$ cat src/rtl/stopwatch_datapath_if.sv
// Controller-to-datapath strobe bundle plus the registered display and overflow returned to the controller side.
interface stopwatch_datapath_if;
  logic        clr;
  logic        count;
  logic        save;
  logic        disp;
  logic [15:0] disp_bcd;
  logic        ovf;

  modport master (output clr, count, save, disp, input disp_bcd, ovf);
  modport slave  (input clr, count, save, disp, output disp_bcd, ovf);
endinterface

$ cat src/rtl/stopwatch_datapath.sv
// Prescaled 4-digit BCD stopwatch time with a lap register; disp_bcd is registered one cycle behind live/lap/disp.
// No backpressure: every strobe is sampled on every edge.
module stopwatch_datapath #(
  parameter int TICK_DIV = 500000
) (
  input  logic                 clk,
  input  logic                 reset,
  stopwatch_datapath_if.slave  bus
);

  localparam int PW = (TICK_DIV > 1) ? $clog2(TICK_DIV) : 1;
  localparam logic [PW-1:0] PRE_MAX = PW'(TICK_DIV - 1);

  logic [PW-1:0] pre;
  logic [15:0]   live;
  logic [15:0]   lap;
  logic [15:0]   disp_q;
  logic          ovf_q;

  logic [15:0]   live_inc;
  logic          carry;
  logic          wrap;
  logic          tick;

  assign tick = bus.count && (pre == PRE_MAX);

  // Ripple +0.01 s through the digits; a carry out of the 10 s digit is the 99.99 -> 00.00 wrap.
  always_comb begin
    live_inc = live;
    carry    = 1'b1;
    for (int i = 0; i < 4; i++) begin
      if (carry) begin
        if (live[4*i +: 4] == 4'd9) begin
          live_inc[4*i +: 4] = 4'd0;
        end else begin
          live_inc[4*i +: 4] = live[4*i +: 4] + 4'd1;
          carry              = 1'b0;
        end
      end
    end
    wrap = carry;
  end

  always_ff @(posedge clk or posedge reset) begin
    if (reset) begin
      pre    <= '0;
      live   <= '0;
      lap    <= '0;
      disp_q <= '0;
      ovf_q  <= 1'b0;
    end else begin
      disp_q <= bus.disp ? lap : live;
      if (bus.clr) begin
        pre   <= '0;
        live  <= '0;
        lap   <= '0;
        ovf_q <= 1'b0;
      end else begin
        if (bus.count) begin
          if (tick) begin
            pre  <= '0;
            live <= live_inc;
            if (wrap) begin
              ovf_q <= 1'b1;
            end
          end else begin
            pre <= pre + PW'(1);
          end
        end
        // Captures the pre-edge value, so a coincident tick is not seen by the lap.
        if (bus.save) begin
          lap <= live;
        end
      end
    end
  end

  assign bus.disp_bcd = disp_q;
  assign bus.ovf      = ovf_q;

endmodule

$ cat src/flat_wrapper.sv
// flat-port wrapper written by rule: the top's interface ports become plain ports
module stopwatch_datapath_flat 
#(
  parameter int TICK_DIV = 500000
)
  (clk, reset, bus_clr, bus_count, bus_save, bus_disp, bus_disp_bcd, bus_ovf);
  stopwatch_datapath_if bus_i ();
  input  logic clk;
  input  logic reset;
  input wire logic [$bits(bus_i.clr)-1:0] bus_clr;
  input wire logic [$bits(bus_i.count)-1:0] bus_count;
  input wire logic [$bits(bus_i.save)-1:0] bus_save;
  input wire logic [$bits(bus_i.disp)-1:0] bus_disp;
  output wire logic [$bits(bus_i.disp_bcd)-1:0] bus_disp_bcd;
  output wire logic [$bits(bus_i.ovf)-1:0] bus_ovf;
  assign bus_i.clr = bus_clr;
  assign bus_i.count = bus_count;
  assign bus_i.save = bus_save;
  assign bus_i.disp = bus_disp;
  assign bus_disp_bcd = bus_i.disp_bcd;
  assign bus_ovf = bus_i.ovf;
  stopwatch_datapath #(.TICK_DIV(TICK_DIV)) u_core (.clk(clk), .reset(reset), .bus(bus_i));
endmodule
$ cat config.mk
export PLATFORM = sky130hd
export DESIGN_NAME = stopwatch_datapath_flat
export DESIGN_NICKNAME = d
export VERILOG_FILES = /design/src/rtl/stopwatch_datapath_if.sv /design/src/rtl/stopwatch_datapath.sv /design/src/flat_wrapper.sv
export SDC_FILE = /design/constraint.sdc
export NUM_CORES = 1
export LEC_CHECK = 0
export ABC_CLOCK_PERIOD_IN_PS = 5600
export CAP_MARGIN = 30
export CORE_MARGIN = 4
export CORE_UTILIZATION = 50
export CTS_CLUSTER_SIZE = 10
export DETAILED_ROUTE_END_ITERATION = 16
export DONT_BUFFER_PORTS = 1
export SLEW_MARGIN = 20
export SYNTH_ARGS = -nofsm -noshare
export SYNTH_HDL_FRONTEND = slang
export SYNTH_SLANG_ARGS = --single-unit
export TNS_END_PERCENT = 10
$ cat constraint.sdc
create_clock -name clk -period 5.6 [get_ports clk]
set_input_delay 0.84 -clock clk [delete_from_list [all_inputs] [get_ports clk]]
set_output_delay 0.84 -clock clk [all_outputs]
set_load 0.01 [all_outputs]
Yosys cells after proc, flatten, opt, wreduce, memory -nomap -nowiden:

Cells that the tools add are included.

* bits in registers: 68
* bits in latches: 0
* bits in writable memories: 0
* ROM bits: 0
* bits of input ports: 6
* output and inout bits: 17
* word-level logic and storage cells: 58
* memories: 0

* add/subtract/negate cells: 5
* multiply operators: 0
* div/mod/pow operators: 0
* $lt $le $gt $ge: 0
* equality and inequality tests: 5
* shift operators: 0
* muxes and demuxes: 27
* bitwise operators: 0
* reductions and logical operators: 13

Operators by type and width (count)
* 16-bit two-way mux: 6
* 19-bit two-way mux: 3
* 4-bit two-way mux: 7
* 19-bit by 1-bit adder with 19-bit output, second input constant: 1
* 19-bit == test, second input constant: 1
* 4-bit by 1-bit adder with 4-bit output, second input constant: 4
* 4-bit == test, second input constant: 4
* 2-bit nonzero test: 7
* 3-bit AND reduction: 4
* 1-bit two-way mux: 11
* 2-bit AND reduction: 1
* 1-bit logical AND: 1

Logic depth before layout (Yosys ltp):

* word-level depth: 9
* depth in mapped cells: 6
* depth with buffers taken out: 6

Least setup slack after synthesis:

OpenSTA, ideal clock, no wires.

* path kind: input to register
* start point: in bus_clr
* end point: reg u_core.pre[13]
* setup time: 77 ps
* data arrival time: 2242 ps
* required time: 5523 ps
* setup slack: 3281 ps
* stages: 5
* path buffers: 1
* cell sequence: clkbuf_1 -> o211ai_1 -> or4b_4 -> or3_1 -> a21oi_1

* longest elaborated chain between the ends: 1
* elaborated cells on any way between the ends: 2
* classes of those cells: mux: 1; reduce/logical: 1

Ends and longest elaborated chain
* from (decl): RTL line flat_wrapper.sv:10 `input wire logic [$bits(bus_i.clr)-1:0] bus_clr;`
* 19-bit two-way mux / 2-bit nonzero test (equally long branches)
* to (signal assigned): RTL line stopwatch_datapath.sv:67 `pre <= pre + PW'(1);`
* to (decl): RTL line stopwatch_datapath.sv:14 `logic [PW-1:0] pre;`

Several ways; a longest one is shown, not always the timed one.
A chain may end at the register's enable or synchronous reset.

Final worst setup path:

* start point: reg u_core.pre[0]
* end point: reg u_core.live[4]

* longest elaborated chain between the ends: 4

Ends and longest elaborated chain
* 19-bit == test: RTL line stopwatch_datapath.sv:25 `assign tick = bus.count && (pre == PRE_MAX);`
* 1-bit logical AND: RTL line stopwatch_datapath.sv:25
* 2-bit nonzero test (no line)
* 3-bit AND reduction (no line)
* to (signal assigned): RTL line stopwatch_datapath.sv:62 `live <= live_inc;`
* to (decl): RTL line stopwatch_datapath.sv:15 `logic [15:0] live;`

Every way passes these cells.

==> results_dict.tcl <==
set metrics [dict create \
    status "finished clean" \
    finalSetupTns_ps 0 \
    worstPathRequired_ps 5870 \
    fin_nets 354 \
    dr.first_iter.drc_count 80 \
    peakVddDrop_uv 121 \
    fin_crit_sh_pct 38.6 \
    synth_cells 340 \
    die_w_um 91.4 \
    seq_power_share_pct 53.4 \
    internal-power_mw 0.728 \
    clkPwrFrac_pct 44.1 \
    fin_skew_ps 8.70 \
    drt-total-wl_mm 7.01 \
    async_reset_ff_share_pct 100 \
    ctsResizeCount 0 \
    p_comb_share_pct 2.4 \
    p_sw_mw 0.196 \
    h-tree-depth 3 \
    vias_per_cell 5.70 \
    grt_pass1_wl_mm 12.3 \
    fmax_mhz 463 \
    gp_congestion 0.809 \
    final_common_cell "dfrtp_1" \
    avgSynthCellArea_um2 10.2 \
    tritoncts "done" \
    drive_above_1_share_pct 10.8 \
    swShare_pct 21.2 \
    die_h_um 91.4 \
    fin_total_pwr_mw 0.924 \
    syn_to_final_growth_pct 8.42 \
    overflow 0 \
    leakage_nw 1.62 \
    start_util_pct 51.2 \
    track_usage_pct 18.2 \
    grt_pass1_vias 2489 \
    cts_num_sinks 68 \
    num_io_pins 23 \
    dp_cells 423 \
    clock-root-buffer "clkbuf_8" \
    slew_violations 0 \
    setup_viol 0 \
    critPathCaptureType "register" \
    cts_buffers 9 \
    cts.path.max_buffers 2 \
    clk_pin_slew_ps 70 \
    dr.pass1.iters 4 \
    crit_arrival_ps 2430 \
    fin_util_pct 55.5 \
    port-buffer-count 0 \
    yosysWarnings 0 \
    drc 0 \
    p_per_area_nw_per_um2 245 \
    instances_no_fill 439 \
    postRouteAntennaNets 0 \
    num_vias 2504 \
    syn-cell-area_um2 3480 \
    synthDistinctLibCells 48 \
    core_um2 6790 \
    rsz0062_at_grt "no" \
    antenna_cells 0 \
    cts-hold-fix-buffers 0 \
    tightest_slew_ps 500 \
    maxCapViolations 0 \
    hpwl_mm 4.60 \
    grt_antenna_before_repair 0 \
    slew_headroom_pct 66.4 \
    cp-start-kind "register" \
    wire_per_inst_um 16.0 \
    finalHoldViolations 0 \
    rows 30 \
    synth_edf_count 0 \
    insertion_delay_ps 340 \
    synth_seq_cells 68 \
    finalCriticalPeriod_ps 2160 \
    synthFlopType "dfrtp_1" \
    postCtsSetupRepairBufs 0 \
    worstPathMaxFanout 15 \
    worstSetupPathType "register to register" \
    min_path_type "input port to asynchronous set/reset pin" \
    ys_seq_area_share_pct 48.9 \
    grt_max_degree 69 \
    layout_common_cells "dfrtp_1 (68), nor2_1 (34), a21oi_1 (25), mux2i_1 (18), o21ai_0 (17)" \
    whs_ps 382 \
    synth.net_count 355 \
    dieArea_um2 8350 \
]
flip-flops by register name (all words and copies together), names as in the netlist:
register,cells
u_core.bus.disp_bcd,16
u_core.bus.ovf,1
u_core.lap,16
u_core.live,16
u_core.pre,19
cell families after synthesis:
family | after synthesis | synth area share (%)
xor gates and xnor gates | 9 | 2.27
buffers and inverters | 27 | 3.20
and+or+nand+nor | 138 | 24.0
adders and majority gates | 9 | 3.24
muxes | 28 | 8.42
AOI/OAI and AO/OA | 61 | 10.0
DFF | 68 | 48.9
power by group through the flow:
| stage | Combinational (mW) | Clock [mW] | Sequential, mW |
|---|---|---|---|
| after floorplan | 0.0256 | 0 | 0.503 |
| after global placement | 0.0212 | 0 | 0.503 |
| after detailed placement | 0.0212 | 0 | 0.503 |
| after CTS | 0.0212 | 0.417 | 0.493 |
| after global routing | 0.0261 | 0.441 | 0.493 |
| final | 0.0225 | 0.408 | 0.493 |
cell usage after synthesis (4+ instances only):
library cell | n | area (um2)
dfrtp_1 | 68 | 1700
inv_1 | 13 | 48.8
and3_1 | 5 | 31.3
clkbuf_1 | 9 | 33.8
and4_1 | 4 | 35.0
o21ai_0 | 17 | 85.1
o21ai_1 | 5 | 25.0
xnor2_1 | 6 | 52.6
nand2_1 | 15 | 56.3
and2_1 | 4 | 25.0
nand4_1 | 10 | 62.6
nand3_1 | 15 | 75.1
or3_1 | 9 | 56.3
o211ai_1 | 4 | 30.0
mux2i_1 | 18 | 180
mux2_2 | 10 | 113
nand2b_1 | 6 | 37.5
or4_1 | 11 | 82.6
nor2_1 | 34 | 128
and3b_1 | 4 | 35.0
a21oi_1 | 25 | 125
ha_1 | 9 | 113
worst paths after layout:
check                           cells after the start            from                      end  slack [ps]
worst max-delay path                                5   u_core.pre[0]           u_core.live[4]        3440
worst min-delay path                                2           reset            u_core.pre[4]         380
worst max register to register                      5   u_core.pre[0]           u_core.live[4]        3440
worst min register to register                      2  u_core.lap[13]  u_core.bus.disp_bcd[13]         480
max in group asynchronous                           3           reset           u_core.lap[15]        4690
min in group clk                                    2  u_core.lap[13]  u_core.bus.disp_bcd[13]         480
per-stage QoR:
stage,area (um2),setup WS [ps]
6_report,3770,3440
5_1_grt,3770,3280
4_1_cts,3740,3430
3_5_place_dp,3540,3300
3_3_place_gp,3540,3370
2_1_floorplan,3480,3050
routing by layer:
| layer | up-vias | GRT usage, % | wire (um) |
|---|---|---|---|
| met2 | 33 | 28.3 | 3210 |
| met1 | 1224 | 24.9 | 3490 |
| li1 | 1237 | - | - |
| met5 | - | 0 | 0 |
| met4 | 0 | 6.53 | 99 |
| met3 | 10 | 4.14 | 218 |
critical path: stages, from the launching register on:
cell,delay (ps)
dfrtp_1,420
ha_1,260
and4b_1,300
nand4_2,340
or4_1,610
a21oi_1,150
cell type report:
cell class	instances	area (um2)
fillers	606	3020
flip-flops and latches	68	1700
multi-input cells	245	1670
clock buffers	11	151
well taps	96	120
clock inverters	4	48.8
inverters	13	48.8
repair buffers	2	35.0
No activity file was read; power rests on OpenSTA's default activity.
